File: src/rtl/chan_arbiter.sv
// chan_arbiter: round-robin poller that collects length-prefixed blocks from
// up to NCH channel processors over a shared 16-bit bus and forwards them,
// one registered word per cycle, to a single downstream consumer.
//
// A block is a control word (CW) followed by L data words:
//   CW[15]    : must be 1 for a valid block header
//   CW[14:9]  : channel number the processor believes it is
//   CW[8:0]   : L, number of data words that follow (1..511)
// The CW itself is forwarded downstream together with the data words.
module chan_arbiter #(
    parameter int NCH = 16
) (
    input  logic            clk,
    input  logic            reset,
    output logic [NCH-1:0]  give,
    input  logic [NCH-1:0]  have,
    input  logic [15:0]     din,
    input  logic [NCH-1:0]  chan_en,
    input  logic            dready,
    output logic [15:0]     dout,
    output logic            dvalid,
    output logic            blk_done,
    output logic            err,
    output logic [31:0]     blk_cnt,
    output logic [15:0]     err_cnt
);

    // Pointer width; a single-channel build still needs a one-bit pointer.
    localparam int PW = (NCH > 1) ? $clog2(NCH) : 1;

    typedef enum logic [1:0] {
        POLL = 2'd0,   // scanning for a channel with a control word
        DATA = 2'd1,   // streaming the data words of the current block
        SKIP = 2'd2    // one dead cycle after a rejected control word
    } state_t;

    state_t          state;
    state_t          next_state;
    logic [PW-1:0]   ptr;
    logic [PW-1:0]   next_ptr;
    logic [PW-1:0]   ptr_inc;
    logic [8:0]      remaining;
    logic [8:0]      next_remaining;

    logic            give_cur;     // give for the channel under the pointer
    logic            have_cur;     // acknowledge from that channel
    logic            accept;       // transfer happens this cycle
    logic            cw_ok;        // CW header bit set and non-zero length
    logic            cw_chan_bad;  // CW names a different channel than ptr
    logic            fwd;          // word on din goes downstream
    logic            done_evt;     // last word of a good block accepted
    logic            err_evt;      // protocol error detected this cycle

    // Round-robin successor of the current pointer, wrapping at NCH-1.
    assign ptr_inc     = (ptr == PW'(NCH - 1)) ? '0 : ptr + 1'b1;

    assign have_cur    = have[ptr];
    assign accept      = give_cur & have_cur;
    assign cw_ok       = din[15] & (din[8:0] != 9'd0);
    assign cw_chan_bad = (din[14:9] != 6'(ptr));

    // State register: FSM state, channel pointer and remaining word count.
    // NOTE: the reset here is synchronous -- it is only a term in the
    // clocked branch, so nothing changes until the next rising edge.
    always_ff @(posedge clk) begin
        if (reset) begin
            state     <= POLL;
            ptr       <= '0;
            remaining <= '0;
        end else begin
            // NOTE: non-blocking assignments so every register samples the
            // pre-edge values, regardless of statement order.
            state     <= next_state;
            ptr       <= next_ptr;
            remaining <= next_remaining;
        end
    end

    // Next-state logic: decide transitions and the per-cycle events.
    always_comb begin
        // NOTE: every output of this block gets a default first, so no path
        // through the case leaves a variable unassigned (no latches).
        next_state     = state;
        next_ptr       = ptr;
        next_remaining = remaining;
        fwd            = 1'b0;
        done_evt       = 1'b0;
        err_evt        = 1'b0;

        case (state)
            POLL: begin
                // With dready low nothing moves; the scan simply pauses.
                if (dready) begin
                    if (accept) begin
                        if (cw_ok) begin
                            // Good header: forward it and start the block.
                            // A wrong channel field is reported but tolerated.
                            next_state     = DATA;
                            next_remaining = din[8:0];
                            fwd            = 1'b1;
                            err_evt        = cw_chan_bad;
                        end else begin
                            // Bad header is swallowed; channel gets skipped.
                            next_state = SKIP;
                            err_evt    = 1'b1;
                        end
                    end else begin
                        // Disabled or idle channel: try the next one.
                        next_ptr = ptr_inc;
                    end
                end
            end

            DATA: begin
                // dready low is a plain stall: no give, count holds.
                if (dready) begin
                    if (have_cur) begin
                        fwd            = 1'b1;
                        next_remaining = remaining - 9'd1;
                        if (remaining == 9'd1) begin
                            done_evt   = 1'b1;
                            next_state = POLL;
                            next_ptr   = ptr_inc;
                        end
                    end else begin
                        // Underrun: abandon the block, move past the channel.
                        err_evt        = 1'b1;
                        next_state     = POLL;
                        next_ptr       = ptr_inc;
                        next_remaining = '0;
                    end
                end
            end

            SKIP: begin
                next_state = POLL;
                next_ptr   = ptr_inc;
            end

            default: begin
                next_state = POLL;
            end
        endcase
    end

    // Output logic: request the pointed-to channel when the consumer can take
    // a word. chan_en matters only while hunting for a header, so a block in
    // flight always completes even if its channel is disabled meanwhile.
    always_comb begin
        give_cur = 1'b0;
        if (!reset && dready) begin
            case (state)
                POLL:    give_cur = chan_en[ptr];
                DATA:    give_cur = 1'b1;
                default: give_cur = 1'b0;
            endcase
        end
    end

    assign give = give_cur ? (NCH'(1) << ptr) : '0;

    // Registered downstream port, status pulses and statistics counters.
    always_ff @(posedge clk) begin
        if (reset) begin
            dout     <= '0;
            dvalid   <= 1'b0;
            blk_done <= 1'b0;
            err      <= 1'b0;
            blk_cnt  <= '0;
            err_cnt  <= '0;
        end else begin
            dvalid   <= fwd;
            blk_done <= done_evt;
            err      <= err_evt;
            if (fwd) begin
                dout <= din;
            end
            // Good-block count wraps naturally at 2^32.
            if (done_evt) begin
                blk_cnt <= blk_cnt + 32'd1;
            end
            // Error count sticks at all-ones instead of wrapping.
            if (err_evt && (err_cnt != 16'hFFFF)) begin
                err_cnt <= err_cnt + 16'd1;
            end
        end
    end

endmodule
File: config.mk
export PLATFORM = sky130hd
export DESIGN_NAME = chan_arbiter
export DESIGN_NICKNAME = d
export VERILOG_FILES = /design/src/rtl/chan_arbiter.sv
export SDC_FILE = /design/constraint.sdc
export NUM_CORES = 1
export LEC_CHECK = 0
export ABC_CLOCK_PERIOD_IN_PS = 3550
export CORE_MARGIN = 4
export CORE_UTILIZATION = 38
export CTS_CLUSTER_DIAMETER = 60
export DETAILED_ROUTE_END_ITERATION = 8
export MAX_ROUTING_LAYER = met4
export PLACE_DENSITY = 0.73
export SETUP_SLACK_MARGIN = 0.4
export SLEW_MARGIN = 30
export SYNTH_ARGS = -nofsm -noshare
export SYNTH_HDL_FRONTEND = slang
export SYNTH_SLANG_ARGS = --single-unit
File: constraint.sdc
create_clock -name clk -period 3.55 [get_ports clk]
set_input_delay 0.355 -clock clk [delete_from_list [all_inputs] [get_ports clk]]
set_output_delay 0.355 -clock clk [all_outputs]
set_load 0.01 [all_outputs]
## After elaboration in Yosys (flattened, before gate mapping)

Cells that the tools add are included.

- Flip-flop bits (word level): 82
- Word-level logic and storage cells: 82

- Add/sub/neg operators: 4
- $lt $le $gt $ge: 1
- Eq/ne operators: 12
- Shift operators: 1
- Multiplexer cells: 43
- Bitwise gates (word level): 2
- Reductions and logical operators: 10

Operators with widths:

| cell | number |
|---|---|
| $mux 9 | 5 |
| $add 32x1->32 const B | 1 |
| $mux 4 | 6 |
| $pmux 9 s2 | 1 |
| $mux 1 | 17 |
| $add 16x1->16 const B | 1 |
| $mux 16 | 1 |
| $ne 16x16->1 const B | 1 |
| $shl 1x4->16 const A | 1 |
| $mux 2 | 6 |
| $pmux 4 s3 | 1 |
| $ne 2x2->1 const B | 5 |
| $reduce_and 5->1 | 2 |
| $eq 9x1->1 const B | 1 |
| $reduce_bool 9->1 | 1 |
| $sub 9x1->9 const B | 1 |
| $bmux 1 s4 | 2 |
| $ne 6x4->1 | 1 |
| $pmux 1 s2 | 3 |
| $lt 4x5->1 const B | 1 |
| $add 4x1->4 const B | 1 |
| $eq 4x4->1 const B | 1 |
| $pmux 2 s2 | 1 |
| $reduce_and 4->1 | 1 |
| other kinds (9) | 11 |

## Longest topological paths before layout

- Depth in word-level cells: 9
- Mapped depth: 11
- Depth with buffers taken out: 9

## Worst setup path after synthesis

OpenSTA, ideal clock, no wires.

- Path kind: register to register
- Start point: register ptr[0]
- End point: register ptr[3]
- Setup time: 71 ps
- Arrival: 2,668 ps
- Data required time: 3,479 ps
- Slack: 811 ps
- Cell stages (with the launch flop): 8
- Path buffers: 1
- Period minus slack after synthesis: 2,739 ps
- Cells stage by stage: dfxtp_1 > buf_6 > mux4_2 > mux4_2 > a311oi_2 > o221ai_2 > or4_1 > a21oi_1

- Cells in the longest elaborated chain, start to end: 7

RTL lines:

| what | line | source |
|---|---|---|
| from (decl) | 39 | `logic [PW-1:0] ptr;` |
| from (signal assigned) | 74 | `ptr <= next_ptr;` |
| $bmux 1 s4 | 153 | `POLL: give_cur = chan_en[ptr];` |
| $mux 1 (not written as such) | 153 |  |
| $pmux 1 s2 | 152 | `case (state)` |
| $mux 1 | 151 | `if (!reset && dready) begin` |
| $and 1x1->1 | 58 | `assign accept = give_cur & have_cur;` |
| $ne 2x2->1 (no source line) | n/a |  |
| $reduce_and 5->1 (no source line) | n/a |  |

Parallel ways exist; a longest one is shown, timed or not. The select of a mux whose other input is x is not followed.
A chain may end at the register's enable or synchronous reset.

## Worst setup path after layout

- Start point: register ptr[0]
- End point: output give[4]

- Cells in the longest elaborated chain, start to end: 5

RTL lines:

| what | line | source |
|---|---|---|
| $bmux 1 s4 | 153 |  |
| $mux 1 (not written as such) | 153 |  |
| $pmux 1 s2 | 152 |  |
| $mux 1 | 151 |  |
| $mux 16 * | 160 | `assign give = give_cur ? (NCH'(1) << ptr) : '0;` |
| to (decl) | 15 | `output logic [NCH-1:0] give,` |

Every way passes the cells marked *; elsewhere a longest branch is shown, timed or not. The select of a mux whose other input is x is not followed.

==> results.txt <==
- Synthesis-to-layout area growth: 42.2%
* Classification of the worst-slack hold path: primary input to flop
* Leading post-synthesis cells by instance count: 83 x sky130_fd_sc_hd__nor2_1, 82 x sky130_fd_sc_hd__dfxtp_1, 33 x sky130_fd_sc_hd__nand2_1
- From bottom edge to top edge, the die measures 115 µm.
* Instance count after placement with tap cells included: 770
* Data required time of the critical path: between 3 and 4 ns
* Worst-case hold path end point: err$_SDFF_PP0_
- Largest net degree at the start of global routing: just over 80
- Standard-cell row count: 38
- The worst register-to-register path has a depth of 7.
- Vias in the first global route: 4055
- In the synthesized netlist, the number of instances is slightly above 500.
- The worst register-to-register path begins at ptr[0]$_SDFFE_PP0P_.
- Fraction of the cycle the final worst path needs: between 80% and 90%
- In the final routing, the length of wire on met1 measures 5520 µm.
- Wire length after detailed routing: 12400 µm
- After detailed routing, the met3 layer carries roughly 550 µm of wire.
* Wire length per cell: ~16 µm
- In this run the remaining antenna-violating nets after routing total 0.
- Initial drt markers: 259
- Counting the buffers created by CTS gives 9.
- Largest fanout on the critical path: 8
- In this run the cell area of the synthesized design comes to around 4400 µm².
* Total die area: 13200 µm²
* Number of hold buffers added after CTS: 0
- For the pin with the worst max-slew slack, the measured transition is 0.868 ns.
* Bufs on Longest Clock Path: 2
- Routability-driven placement finished with a final weighted congestion of 0.827.
* Max incr delay on CP: 0.52 ns
- Across the run, the number of max-cap violations was 0.
- Buffers placed on the I/O ports in this run total approximately 130.
- Across every metal layer, demand over resource in global routing totals 19.4%.
- Number of register bits inferred by synthesis: 82
- The number of slew-limit violations in the final report was 0.
* Pwr Density: 382 nW/µm²
- Cell taking the most area after synthesis: sky130_fd_sc_hd__dfxtp_1
- Traced cell by cell, the critical path runs through buf_4, mux4_2, mux2i_2, a211oi_2, and3_1, clkdlybuf4s50_1.
* Total vias in the final route: 4137
- WP data arrival: 2.68 ns
* Most frequent cell after synthesis: sky130_fd_sc_hd__nor2_1
* Post-place setup slack: 0.253 ns
- Global routing finished with a remaining overflow of 0.
- Worst clock skew: a little under 0.007 ns
* Post-route minimum period: 3.03 ns
- Initial DRT Pass Iterations: 4
- Setup bufs post-CTS: 0
* Buf+Inv Stages, Crit Path: 2
* Worst Path Class, Setup: flop to output pin
- Static timing analysis puts the maximum clock frequency at 330 MHz.
- The hold violation total from the final report was 0.
- The floorplan step set the die width to 115 µm.
- The initial antenna violation count is 0.
- Leakage: between 0.002 and 0.0025 µW
* Clk_lat worst skew: between 0.3 and 0.4 ns
- The flow ran to the end, and the final reports show no timing, DRC or antenna violations.
- In this run the clock root is driven by a sky130_fd_sc_hd__clkbuf_16.
* Uppermost layer routed: met4
- Unrepaired setup endpoints after global routing: true
- Number of top-level pins: 134
- Number of nets in the finished design: 704
* Clock-pin transition on the worst setup and hold timing paths: 0.06 ns
- Setup-violating endpoint count in the final report: 0
* Post-synthesis xor/xnor area fraction: ~8.8%
- TritonCTS built the clock tree.
* Detailed placement HPWL: 9200 µm
- Dividing the synthesized area by the synthesized cell count gives 8.54 µm².
- For this run, the leading register cell type out of synthesis is sky130_fd_sc_hd__dfxtp_1.
- After synthesis, the largest family of logic cells by area is simple AND/OR/NAND/NOR gates.
- The number of nets in the synthesized netlist is 573.
- In this run the number of H-tree levels came out at 3.
* Worst relative slew slack: 42.1%
- In this run the register-to-register setup slack is about 0.54 ns.
* Detailed route wirelength on metal2: 6180 µm
* Sum of negative setup slack: 0 ns
- Fraction of the yosys area taken by sequential cells: 37.7%
* Share of the synthesized area in the top cell type: 37.7%
* Number of enable-type register cells in the synthesized netlist: 0
* DR vias/cell: 5.28
- Startpoint of the worst hold path: reset
- Summing the areas of all compound-gate instances in the mapped netlist gives 9.71% of the synthesized area.
* Worst IR Drop VDD: approximately 0.00026 V
* Fraction of the mapped netlist area in simple logic gates: 26.1%
- The worst setup path is captured at an output pin.
* Worst Hold Depth: 3
- Number of sinks handled by clock tree synthesis: 82
* Synthesized-area fraction occupied by adder cells: 3.45%
- Cell at the slowest stage of the critical path: sky130_fd_sc_hd__mux4_2
- After synthesis, the share of flip-flops with an asynchronous set or reset is 0%.
* Minimum setup slack in the final design: 0.518 ns
- Count of synthesis-stage warnings from yosys: 0
- Synth top area cells: sky130_fd_sc_hd__dfxtp_1 38%, sky130_fd_sc_hd__nor2_1 7.2%, sky130_fd_sc_hd__xnor2_1 5.4%
* Kind of cell adding the most delay to the critical path: multiplexers
- Number of cells in the finished layout apart from fillers: 784
- Fraction of layout instances using a drive strength above 1: 8.54%
* Multiplexer area fraction after synthesis: 9.42%
* Wire length of the first global-routing pass: between 20000 and 25000 µm
- The endpoint identified for the worst register-to-register timing path is err_cnt[5]$_SDFFE_PP0P_.
- Hold slack: 0.397 ns
- Core outline area: 11000 µm²
- Initial Util: 39.5%
* Synth cell types: 50
- The worst setup path is launched from a flop.
* DRC violations left: 0
- The repair_antennas step left the layout with diodes totalling 0.
==> how the worst max path moves through the flow <==
stage | from | end | slack (ns) | cells past startpoint
4_1_cts | state[1]$_SDFFE_PP0P_ | give[8] | 0.41 | 9
3_5_place_dp | have[3] | err_cnt[12]$_SDFFE_PP0P_ | 0.25 | 7
2_1_floorplan | ptr[0]$_SDFFE_PP0P_ | ptr[3]$_SDFFE_PP0P_ | 0.81 | 7
6_report | ptr[0]$_SDFFE_PP0P_ | give[4] | 0.52 | 6
3_3_place_gp | have[5] | err_cnt[12]$_SDFFE_PP0P_ | 0.35 | 7
5_1_grt | ptr[0]$_SDFFE_PP0P_ | err_cnt[13]$_SDFFE_PP0P_ | 0.37 | 7
==> cell families (layout without fill, tap and decap cells) <==
family,after synthesis,in the layout
AOI/OAI and AO/OA,65,65
xor gates and xnor gates,44,44
adders and majority gates,12,12
buffers and inverters,49,183
DFF,82,82
muxes,31,31
and+or+nand+nor,227,227
==> report_power, final <==
group	total (µW)	internal (µW)	switching [µW]
registers	974	943	31.1
clock network	975	608	367
logic	418	200	218
==> repair_timing <==
item | 4_1_cts | 5_1_grt
cloned | 0 | 0
gates resized for setup | 4 | 9
endpoints found under the setup margin | 23 | 29
pin swaps | 0 | 0
==> state kept, by name, indices dropped and copies added (netlist names) <==
name       flops
state          2
err_cnt       16
blk_cnt       32
err            1
dout          16
dvalid         1
blk_done       1
ptr            4
remaining      9
==> routing by layer <==
| layer | GRT usage [%] | vias to the layer above |
|---|---|---|
| met5 | - | - |
| met1 | 25.4 | 1976 |
| li1 | - | 2038 |
| met4 | 4.38 | 0 |
| met2 | 31.9 | 113 |
| met3 | 2.58 | 10 |
==> final cells by class <==
| class | instances | area, µm² |
|---|---|---|
| clock buffers | 9 | 225 |
| inverters | 24 | 90.1 |
| fillers | 1007 | 4840 |
| repair buffers | 145 | 1420 |
| multi-input cells | 379 | 2560 |
| flip-flops and latches | 82 | 1640 |
| clock inverters | 5 | 81.3 |
| well taps | 140 | 175 |
==> cells in the final DEF, fill, tap and decap left out, types with 5 or more instances in the layout <==
| cell | n |
|---|---|
| sky130_fd_sc_hd__xor2_1 | 17 |
| sky130_fd_sc_hd__nand4_1 | 11 |
| sky130_fd_sc_hd__and2_1 | 6 |
| sky130_fd_sc_hd__clkdlybuf4s50_1 | 132 |
| sky130_fd_sc_hd__nand2_1 | 33 |
| sky130_fd_sc_hd__or3_1 | 9 |
| sky130_fd_sc_hd__nor4_1 | 5 |
| sky130_fd_sc_hd__buf_4 | 12 |
| sky130_fd_sc_hd__clkbuf_16 | 9 |
| sky130_fd_sc_hd__o21ai_0 | 17 |
| sky130_fd_sc_hd__nor3_1 | 15 |
| sky130_fd_sc_hd__inv_1 | 23 |
| sky130_fd_sc_hd__a21oi_1 | 23 |
| sky130_fd_sc_hd__xnor2_1 | 27 |
| sky130_fd_sc_hd__ha_1 | 11 |
| sky130_fd_sc_hd__nor2_1 | 83 |
| sky130_fd_sc_hd__mux4_2 | 8 |
| sky130_fd_sc_hd__dfxtp_1 | 80 |
| sky130_fd_sc_hd__and3_1 | 18 |
| sky130_fd_sc_hd__nand3_1 | 19 |
| sky130_fd_sc_hd__mux2i_1 | 22 |
==> worst register-to-register path: cells and delay by family, from the launching register on <==
kind             cells  cell delay (ns)
AO/OA/AOI/OAI        1             0.14
AND/OR/NAND/NOR      3             0.84
XOR/XNOR             1             0.16
flip-flops           1             0.47
multiplexers         2             1.25
==> stage by stage <==
stage,utilization (%),total power [µW],cell area (µm²)
after floorplan,-,1250,4360
after global placement,52.9,1380,5830
after detailed placement,52.9,1400,5830
after CTS,55.7,2370,6140
after global routing,56.2,2460,6190
final,56.2,2370,6190
(Power assumes the default switching activity.)
